## src/rtl/qoa_encoder.sv

```systemverilog
// qoa_encoder: byte-fed QOA slice encoder.
// Runs the same 4-tap LMS predictor as the on-chip decoder. Each input sample
// is quantized to a 3-bit residual index. Predictor history and weights are
// updated exactly as the decoder updates them, so the two stay in lockstep.
//
// Ports
//   sys_clk     in   system clock, rising edge
//   sys_rst     in   asynchronous active-high reset
//   data_rdy    in   one-cycle strobe, spi_in valid
//   spi_in      in   [7:0] command / data byte
//   code_out    out  [7:0] last code byte {sf[3:0], qr[2:0], 1'b1}
//   code_valid  out  one-cycle pulse when code_out / recon_out update
//   recon_out   out  [15:0] last reconstructed sample
//   busy        out  high during PREDICT, QUANT and UPDATE
//
// state   | meaning
// --------+--------------------------------------------------------------
// IDLE    | wait for a command byte
// LOAD_HI | write high byte of the selected history/weight register
// LOAD_LO | write low byte, then return to IDLE
// SAMP_HI | capture sample high byte
// SAMP_LO | capture sample low byte, clear accumulator
// PREDICT | 4 cycles, one history*weight product per cycle
// QUANT   | residual -> scaled, rounded, clamped -> 3-bit index
// UPDATE  | dequantize, reconstruct, adapt weights, shift history, emit

// Dequantization ROM shared with the decoder: scalefactor x residual index.
module QOA_ROM (
    input  logic        [3:0]  addr1,
    input  logic        [2:0]  addr2,
    output logic signed [15:0] data
);
    logic [63:0] row;
    logic [15:0] mag;

    always_comb begin
        row = 64'd0;
        case (addr1)
            4'd0:  row = {16'd1,    16'd3,    16'd5,    16'd7};
            4'd1:  row = {16'd5,    16'd18,   16'd32,   16'd49};
            4'd2:  row = {16'd16,   16'd53,   16'd95,   16'd147};
            4'd3:  row = {16'd34,   16'd113,  16'd203,  16'd315};
            4'd4:  row = {16'd63,   16'd210,  16'd378,  16'd588};
            4'd5:  row = {16'd104,  16'd345,  16'd621,  16'd966};
            4'd6:  row = {16'd158,  16'd528,  16'd950,  16'd1477};
            4'd7:  row = {16'd228,  16'd760,  16'd1368, 16'd2128};
            4'd8:  row = {16'd316,  16'd1053, 16'd1895, 16'd2947};
            4'd9:  row = {16'd422,  16'd1405, 16'd2529, 16'd3934};
            4'd10: row = {16'd548,  16'd1828, 16'd3290, 16'd5117};
            4'd11: row = {16'd696,  16'd2320, 16'd4176, 16'd6496};
            4'd12: row = {16'd868,  16'd2893, 16'd5207, 16'd8099};
            4'd13: row = {16'd1064, 16'd3548, 16'd6386, 16'd9933};
            4'd14: row = {16'd1286, 16'd4288, 16'd7718, 16'd12005};
            default: row = {16'd1536, 16'd5120, 16'd9216, 16'd14336};
        endcase
        case (addr2[2:1])
            2'd0:    mag = row[63:48];
            2'd1:    mag = row[47:32];
            2'd2:    mag = row[31:16];
            default: mag = row[15:0];
        endcase
        // Odd residual indices are the negative half of each pair.
        data = addr2[0] ? -$signed(mag) : $signed(mag);
    end
endmodule

module qoa_encoder (
    input  logic        sys_clk,
    input  logic        sys_rst,
    input  logic        data_rdy,
    input  logic [7:0]  spi_in,
    output logic [7:0]  code_out,
    output logic        code_valid,
    output logic [15:0] recon_out,
    output logic        busy
);
    typedef enum logic [2:0] {
        IDLE, LOAD_HI, LOAD_LO, SAMP_HI, SAMP_LO, PREDICT, QUANT, UPDATE
    } state_t;

    state_t             state_q;
    logic        [3:0]  sf_q;
    logic               sel_q;
    logic        [1:0]  idx_q;
    logic signed [15:0] sample_q;
    logic signed [31:0] acc_q;
    logic        [1:0]  cnt_q;
    logic signed [15:0] p_q;
    logic        [2:0]  qr_q;
    logic signed [15:0] hist_q    [4];
    logic signed [15:0] weights_q [4];
    logic        [7:0]  code_q;
    logic               valid_q;
    logic        [15:0] recon_q;
    logic               busy_q;

    logic signed [31:0] mac_prod;
    logic signed [15:0] p_d;
    logic signed [16:0] resid;
    logic signed [34:0] scaled;
    logic signed [18:0] n_raw, n_adj, sgn_r, sgn_n;
    logic signed [4:0]  n_clamp;
    logic        [2:0]  qr_d;
    logic signed [15:0] dq, delta, recon_d;
    logic signed [15:0] w_next [4];

    function automatic logic [16:0] recip_f(input logic [3:0] s);
        case (s)
            4'd0:  recip_f = 17'd65536;
            4'd1:  recip_f = 17'd9363;
            4'd2:  recip_f = 17'd3121;
            4'd3:  recip_f = 17'd1457;
            4'd4:  recip_f = 17'd781;
            4'd5:  recip_f = 17'd475;
            4'd6:  recip_f = 17'd311;
            4'd7:  recip_f = 17'd216;
            4'd8:  recip_f = 17'd156;
            4'd9:  recip_f = 17'd117;
            4'd10: recip_f = 17'd90;
            4'd11: recip_f = 17'd71;
            4'd12: recip_f = 17'd57;
            4'd13: recip_f = 17'd47;
            4'd14: recip_f = 17'd39;
            default: recip_f = 17'd32;
        endcase
    endfunction

    // Index is n+8, n in [-8, 8].
    function automatic logic [2:0] quant_f(input logic [4:0] k);
        case (k)
            5'd0, 5'd1, 5'd2: quant_f = 3'd7;
            5'd3, 5'd4:       quant_f = 3'd5;
            5'd5, 5'd6:       quant_f = 3'd3;
            5'd7:             quant_f = 3'd1;
            5'd8, 5'd9:       quant_f = 3'd0;
            5'd10, 5'd11:     quant_f = 3'd2;
            5'd12, 5'd13:     quant_f = 3'd4;
            default:          quant_f = 3'd6;
        endcase
    endfunction

    QOA_ROM u_rom (
        .addr1 (sf_q),
        .addr2 (qr_q),
        .data  (dq)
    );

    always_comb begin
        mac_prod = 32'(hist_q[cnt_q]) * 32'(weights_q[cnt_q]);
        p_d      = $signed(acc_q[28:13]);
        resid    = 17'(sample_q) - 17'(p_d);
        scaled   = 35'(resid) * 35'($signed({1'b0, recip_f(sf_q)}));
        n_raw    = 19'((scaled + 35'sd32768) >>> 16);
        sgn_r    = (resid > 0) ? 19'sd1 : ((resid < 0) ? -19'sd1 : 19'sd0);
        sgn_n    = (n_raw > 0) ? 19'sd1 : ((n_raw < 0) ? -19'sd1 : 19'sd0);
        // Pull a rounded-to-zero result back toward the residual's sign.
        n_adj    = n_raw + sgn_r - sgn_n;
        if (n_adj > 19'sd8)
            n_clamp = 5'sd8;
        else if (n_adj < -19'sd8)
            n_clamp = -5'sd8;
        else
            n_clamp = n_adj[4:0];
        qr_d     = quant_f(n_clamp + 5'sd8);
        delta    = dq >>> 4;
        recon_d  = p_q + dq;
        for (int i = 0; i < 4; i++)
            w_next[i] = weights_q[i] + (hist_q[i][15] ? -delta : delta);
    end

    always_ff @(posedge sys_clk or posedge sys_rst) begin
        if (sys_rst) begin
            state_q  <= IDLE;
            sf_q     <= 4'd0;
            sel_q    <= 1'b0;
            idx_q    <= 2'd0;
            sample_q <= 16'sd0;
            acc_q    <= 32'sd0;
            cnt_q    <= 2'd0;
            p_q      <= 16'sd0;
            qr_q     <= 3'd0;
            code_q   <= 8'h00;
            valid_q  <= 1'b0;
            recon_q  <= 16'd0;
            busy_q   <= 1'b0;
            for (int i = 0; i < 4; i++) begin
                hist_q[i]    <= 16'sd0;
                weights_q[i] <= 16'sd0;
            end
        end else begin
            valid_q <= 1'b0;
            case (state_q)
                IDLE: begin
                    if (data_rdy) begin
                        if (spi_in[0]) begin
                            sf_q    <= spi_in[7:4];
                            state_q <= SAMP_HI;
                        end else if (!spi_in[7]) begin
                            sel_q   <= spi_in[1];
                            idx_q   <= spi_in[3:2];
                            state_q <= LOAD_HI;
                        end
                    end
                end
                LOAD_HI: begin
                    if (data_rdy) begin
                        if (sel_q) weights_q[idx_q][15:8] <= spi_in;
                        else       hist_q[idx_q][15:8]    <= spi_in;
                        state_q <= LOAD_LO;
                    end
                end
                LOAD_LO: begin
                    if (data_rdy) begin
                        if (sel_q) weights_q[idx_q][7:0] <= spi_in;
                        else       hist_q[idx_q][7:0]    <= spi_in;
                        state_q <= IDLE;
                    end
                end
                SAMP_HI: begin
                    if (data_rdy) begin
                        sample_q[15:8] <= spi_in;
                        state_q        <= SAMP_LO;
                    end
                end
                SAMP_LO: begin
                    if (data_rdy) begin
                        sample_q[7:0] <= spi_in;
                        acc_q         <= 32'sd0;
                        cnt_q         <= 2'd0;
                        busy_q        <= 1'b1;
                        state_q       <= PREDICT;
                    end
                end
                PREDICT: begin
                    acc_q <= acc_q + mac_prod;
                    cnt_q <= cnt_q + 2'd1;
                    if (cnt_q == 2'd3) state_q <= QUANT;
                end
                QUANT: begin
                    p_q     <= p_d;
                    qr_q    <= qr_d;
                    state_q <= UPDATE;
                end
                UPDATE: begin
                    for (int i = 0; i < 4; i++) weights_q[i] <= w_next[i];
                    hist_q[0] <= hist_q[1];
                    hist_q[1] <= hist_q[2];
                    hist_q[2] <= hist_q[3];
                    hist_q[3] <= recon_d;
                    recon_q   <= recon_d;
                    code_q    <= {sf_q, qr_q, 1'b1};
                    valid_q   <= 1'b1;
                    busy_q    <= 1'b0;
                    state_q   <= IDLE;
                end
                default: state_q <= IDLE;
            endcase
        end
    end

    assign code_out   = code_q;
    assign code_valid = valid_q;
    assign recon_out  = recon_q;
    assign busy       = busy_q;
endmodule

```

## config.mk

```make
export PLATFORM = sky130hd
export DESIGN_NAME = qoa_encoder
export DESIGN_NICKNAME = d
export VERILOG_FILES = /design/src/rtl/qoa_encoder.sv
export SDC_FILE = /design/constraint.sdc
export NUM_CORES = 2
export LEC_CHECK = 0
export ABC_AREA = 1
export CORE_MARGIN = 2
export CORE_UTILIZATION = 42
export CTS_CLUSTER_DIAMETER = 50
export DETAILED_ROUTE_END_ITERATION = 7
export GPL_ROUTABILITY_DRIVEN = 0
export GPL_TIMING_DRIVEN = 0
export PLACE_DENSITY_LB_ADDON = 0.1
export SLEW_MARGIN = 20
export SYNTH_ARGS = -nofsm -noshare
export SYNTH_HDL_FRONTEND = slang
export SYNTH_SLANG_ARGS = --single-unit
export TNS_END_PERCENT = 30
```

## constraint.sdc

```tcl
create_clock -name sys_clk -period 21.3 [get_ports sys_clk]
set_input_delay 2.13 -clock sys_clk [delete_from_list [all_inputs] [get_ports sys_clk]]
set_output_delay 2.13 -clock sys_clk [all_outputs]
set_load 0.05 [all_outputs]
```

Word level (Yosys, flattened, before mapping) --
Memories as Yosys holds them, arrays and structs flattened. Index checks and enable logic that the tools add are counted.
Word-level totals: register bits 233, bits in read-only memories 1104, memories kept 3
Memories:
- (no name shown) | depth 16, bits a word 52, rd ports 1, clocked after memory_dff 0, wr ports 0, RTL line 38 | case (addr1)
- (no name shown) | depth 16, bits a word 14, rd ports 1, clocked after memory_dff 0, wr ports 0, RTL line 108 | case (s)
- (no name shown) | depth 16, bits a word 3, rd ports 1, clocked after memory_dff 0, wr ports 0, RTL line 130 | case (k)
Cells by class: $add $sub $neg 14, $mul 2, $lt $le $gt $ge 9, eq/ne operators 21, multiplexer cells 53, bitwise operators 4, reduce and logical (&&, ||, !) cells 15
Operators by type and width (count):
- $mux W64 | 8
- $pmux W64 S3 | 2
- $bwmux W64 | 4
- $mux W16 | 10
- $add A16 B16 Y16 | 5
- $mux W19 | 4
- $bmux W16 S2 | 2
- $demux W16 S2 | 2
- $pmux W32 S2 | 1
- $pmux W16 S3 | 1
- $add A35 B17 Y35 const B | 1
- $mul A17 B18 Y35 | 1
- $add A32 B32 Y32 | 1
- $mul A16 B16 Y32 | 1
- $mux W32 | 1
- $mux W3 | 9
- $pmux W3 S8 | 1
- $ne A2 B2 Y1 const B | 10
- $add A19 B19 Y19 | 1
- $gt A19 B1 Y1 const B | 1
- $gt A19 B5 Y1 const B | 1
- $lt A19 B1 Y1 const B | 1
- $lt A19 B4 Y1 const B | 1
- $sub A19 B19 Y19 | 1
- other kinds (33) | 48

Logic depth before layout (Yosys ltp) --
An unclocked memory read counts as a cell.
depth after elaboration 13, mapped depth 66, depth with buffers taken out 66

Modules after synthesis --
A second synthesis with hierarchy kept.
Unflattened totals: cell total of the unflattened synthesis 5149, area, all modules 37987.7 um2
Modules (own cells, without submodules):
- qoa_encoder | instances 1, cells an instance 4808, area each 36292.3 um2
- QOA_ROM | instances 1, cells an instance 341, area each 1695.4 um2

Worst setup path after synthesis --
No wires, ideal clock.
path type register to register, from register acc_q[13], to register qr_q[1], setup time 127 ps, data arrival time 11348 ps, data required time 21173 ps, path slack 9825 ps, stages on the path, launching flop included 46, cell sequence dfrtp_1 ha_1 fa_1 nand3b_1 nand2_1 nand2_1 nand2_1 nand3_1 nand2_1 nand2_1 nand2_1 clkbuf_1 nor2_1 fa_1 fa_1 fa_1 fa_1 fa_1 [... 10 more ...] fa_1 inv_1 ha_1 a21oi_1 nand2_1 nand2_1 nand2_1 a21oi_1 xor2_1 nor2b_1 nand2_1 nor4b_1 nand3_1 ha_1 nor2_1 o21ai_0 inv_1 a21boi_0
Between the ends: cells in the longest elaborated chain, start to end 13, elaborated cells between the ends (all ways) 20
Ends and longest elaborated chain:
- start: declaration | RTL line 86 | logic signed [31:0] acc_q;
- start signal: assignment | RTL line 235 | acc_q <= acc_q + mac_prod;
- $sub A16 B16 Y17 * | RTL line 151 | resid = 17'(sample_q) - 17'(p_d);
- $mul A17 B18 Y35 | RTL line 152 | scaled = 35'(resid) * 35'($signed({1'b0, recip_f(sf_q)}));
- $add A35 B17 Y35 | RTL line 153 | n_raw = 19'((scaled + 35'sd32768) >>> 16);
- $lt A19 B1 Y1 | RTL line 155 | sgn_n = (n_raw > 0) ? 19'sd1 : ((n_raw < 0) ? -19'sd1 : 19'sd0);
- $mux W19 (2 in series) | RTL line 155
- $sub A19 B19 Y19 * | RTL line 157 | n_adj = n_raw + sgn_r - sgn_n;
- $lt A19 B4 Y1 | RTL line 160 | else if (n_adj < -19'sd8)
- $mux W5 | RTL line 160
- $mux W5 * | RTL line 158 | if (n_adj > 19'sd8)
- $add A5 B5 Y5 * | RTL line 164 | qr_d = quant_f(n_clamp + 5'sd8);
- $mem_v2 Z16 W3
- $mux W3 * | RTL line 130
- end signal: assignment | RTL line 241 | qr_q <= qr_d;
- end: declaration | RTL line 89 | logic [2:0] qr_q;
Every way passes the cells marked *; elsewhere a longest branch is shown, timed or not. A chain may end at the register's enable or synchronous reset.

Final worst setup path --
Ends and elaborated chain as after synthesis.

==> metrics.md <==
| Metric | Value |
|---|---|
| Layout net count | around 5,900 |
| Worst hold slack across all endpoints | about 0.47 ns |
| FF+latch count, synth | 230 |
| Number of antenna violations at the first check in global routing | 0 |
| Critical Path Slowest Stage Cell | sky130_fd_sc_hd__xor2_1 |
| First-pass GRT wire length | a little over 200,000 um |
| Hold Path Class | reg2reg |
| Input/output buffers | 36 |
| Setup Crit Path Kind | reg2reg |
| Ratio of routed vias to standard cells | about 5.5 |
| Worst stage delay on the critical path | about 0.59 ns |
| Detailed-route wire length on metal 1 | approximately 55,000 um |
| Max-slew violation count | 0 |
| Synthesized instance count | about 5,000 |
| Highest-count cells in the layout ignoring fill and taps | sky130_fd_sc_hd__nand2_1, sky130_fd_sc_hd__inv_1, sky130_fd_sc_hd__nor2_1, sky130_fd_sc_hd__fa_1, sky130_fd_sc_hd__ha_1 |
| Syn Std Cell Area | 37,500 um2 |
| Achievable clock frequency | slightly above 0.08 GHz |
| ANT nets after route | 0 |
| Cell taking the most area after synthesis | sky130_fd_sc_hd__fa_1 |
| Required @ worst endpoint | roughly 22 ns |
| Kind of launch point of the worst setup path | flip-flop |
| Netlist cell types | 72 |
| Post-layout min period | roughly 12 ns |
| Max Buffers Root-to-Sink | 3 |
| Estimated wirelength of the detail-placed design | 108,000 um |
| Via count of the first global-routing pass | between 30,000 and 40,000 |
| Post-route fraction of the period consumed by the critical path | ~58% |
| Instance area at placement | around 40,000 um2 |
| Outcome | complete, no violations |
| Detailed router's first-iteration violation count | ~3,300 |
| Root buffer cell | sky130_fd_sc_hd__clkbuf_16 |
| Detailed-routed wire length on met2 | slightly above 60,000 um |
| Insertion delay to the later sink of the worst-skew pair | ~0.6 ns |
| Core Region | 88,400 um2 |
| I/O pins | 37 |
| Number of max-capacitance violations reported | 0 |
| Die extent in y | about 300 um |
| Cell type with the highest occurrence count on the critical path | sky130_fd_sc_hd__nand2_1 |
| Post-CTS Setup Bufs | 0 |
| Met3 routed WL | ~8700 um |
| Number of setup violations in the final report | 0 |
| Via total after detailed routing | 34,200 |
| Total routing usage reported by global routing | approximately 29% |
| Share of synthesized registers carrying an async set or reset | between 90% and 100% |
| Post-CTS Hold Fix Bufs | 0 |
| Clock slew seen by the registers of the worst setup and hold paths | around 0.060 ns |
| DRC Markers | 0 |
| Routed wirelength normalized by instance count | ~21 um |
| Fin util | a little under half |
| Most used flip-flop cell after synthesis | sky130_fd_sc_hd__dfrtp_1 |
| Final hold viol count | 0 |
| Post-synthesis average cell area | 7.53 um2 |
| CTS tree | yes |
| Setup repair after global routing missed its margin | no |
| Die X | 303 um |
| Total length of routed wires | around 130,000 um |
| Cell types occupying the most area after synthesis | sky130_fd_sc_hd__fa_1, sky130_fd_sc_hd__dfrtp_1, sky130_fd_sc_hd__ha_1 |
| CP max FO | 10 |
| Resized Gates After CTS | 0 |
| Clock skew | approximately 0.075 ns |
| Fraction of final layout cells sized beyond drive strength 1 | ~4.8% |
| Area fraction of the dominant cell type after synthesis | between 20% and 30% |
| Synthesis-to-finish area growth | 8.87% |
| Initial core utilization | 42.4% |
| Post-synthesis sequential area ratio | between 10% and 20% |
| Cell area after layout | between 40,000 and 50,000 um2 |
| Num CTS Buffers | 36 |
| Number of flops mapped to enable cells by yosys | 0 |
| Total Negative Setup Slacks | 0 ns |
| CTS HTree Levels | 2 |
| Worst Path Arrival | around 13 ns |
| Relative slew margins | roughly a fifth |
| Area of the die | 91,600 um2 |
| Largest net degree at the start of global routing | between 90 and 100 |
| Worst setup EP type | flip-flop |
| Clock sink total | 230 |
| First-pass iteration count of the detailed router | 8 |
| Slew at the pin closest to its max-slew limit | approximately 1.2 ns |
| Net count after synthesis | about 5,800 |
| Placement row count | 109 |
| Global route total overflow | 0 |
| Top Metal Used | met4 |
| Leading cell type in the layout, fill and taps excluded | sky130_fd_sc_hd__nand2_1 |
| Number of warnings printed during yosys synthesis | 0 |
==> worst max-delay path: cells and delay by family (launching register included) <==
kind	cells	cell delay, ns
fa+ha+maj	13	5.33
simple gates	25	3.43
compound gates	7	1.03
xor+xnor	3	1.02
buf+inv	10	0.99
flops	1	0.41
==> Yosys cell counts (8+ instances only) <==
cell type and n:
sky130_fd_sc_hd__nand3b_1 9, sky130_fd_sc_hd__xnor2_1 25, sky130_fd_sc_hd__nand2_1 979, sky130_fd_sc_hd__a21oi_1 266, sky130_fd_sc_hd__nand2_2 23, sky130_fd_sc_hd__a22oi_1 25, sky130_fd_sc_hd__inv_2 9, sky130_fd_sc_hd__dfrtp_1 230
sky130_fd_sc_hd__o21a_1 9, sky130_fd_sc_hd__nand3_1 159, sky130_fd_sc_hd__nor3_1 51, sky130_fd_sc_hd__nor2_1 535, sky130_fd_sc_hd__nand4_1 22, sky130_fd_sc_hd__fa_1 467, sky130_fd_sc_hd__o22ai_1 65, sky130_fd_sc_hd__nand2_4 14
sky130_fd_sc_hd__inv_1 928, sky130_fd_sc_hd__a32oi_1 30, sky130_fd_sc_hd__clkinv_1 16, sky130_fd_sc_hd__a41oi_1 16, sky130_fd_sc_hd__clkbuf_1 119, sky130_fd_sc_hd__or2_2 27, sky130_fd_sc_hd__buf_2 11, sky130_fd_sc_hd__a31oi_1 54
sky130_fd_sc_hd__o21bai_1 8, sky130_fd_sc_hd__a221oi_1 8, sky130_fd_sc_hd__nand3_2 20, sky130_fd_sc_hd__buf_1 14, sky130_fd_sc_hd__xor2_1 59, sky130_fd_sc_hd__ha_1 354, sky130_fd_sc_hd__o21ai_0 296, sky130_fd_sc_hd__o21ai_1 16
==> kinds of logic (layout without fill, tap and decap cells) <==
| kind of cell | Yosys count | count (layout) | synth area share, % |
|---|---|---|---|
| xor+xnor | 86 | 86 | 2.08 |
| flops | 230 | 230 | 15.4 |
| compound gates | 858 | 858 | 13.4 |
| other cells | 0 | 1 | 0 |
| buf+inv | 1110 | 1229 | 11.4 |
| simple gates | 1870 | 1870 | 21.1 |
| fa+ha+maj | 821 | 821 | 36.8 |
==> area by class of cell <==
class | instances | area (um2)
fillers | 9101 | 47600
multi-input cells | 3635 | 27500
flip-flops and latches | 230 | 5760
inverters | 956 | 3600
well taps | 1165 | 1460
clock buffers | 46 | 1010
plain buffers | 154 | 663
repair buffers | 54 | 576
clock inverters | 19 | 216
diodes | 1 | 2.50
==> worst paths after layout <==
check,endpoint,slack (ns),start,cells after the start
worst max-delay path,qr_q[1]$_DFFE_PP0P_,8.98,acc_q[13]$_DFFE_PP0P_,58
worst min-delay path,code_out[0]$_DFFE_PP0P_,0.47,code_out[0]$_DFFE_PP0P_,1
worst max register to register,qr_q[1]$_DFFE_PP0P_,8.98,acc_q[13]$_DFFE_PP0P_,58
worst min register to register,code_out[0]$_DFFE_PP0P_,0.47,code_out[0]$_DFFE_PP0P_,1
max in group asynchronous,acc_q[28]$_DFFE_PP0P_,17.99,sys_rst,4
min in group asynchronous,asynchronous set/reset pin,1.96,sys_rst,2
==> metrics by stage <==
stage	instances	setup slack, ns
after floorplan	4975	9.82
after global placement	6176	7.04
after detailed placement	6194	9.18
after CTS	6259	9.12
after global routing	6259	8.03
final	6260	8.98
==> routing by layer <==
metal	vias up	GRT usage (%)
met2	1383	47.9
li1	16000	-
met5	-	0
met3	300	3.02
met4	0	13.3
met1	16500	38.6
Power is not shown: default switching activity piles up to over one toggle a cycle in this logic, so the estimate is an artifact.
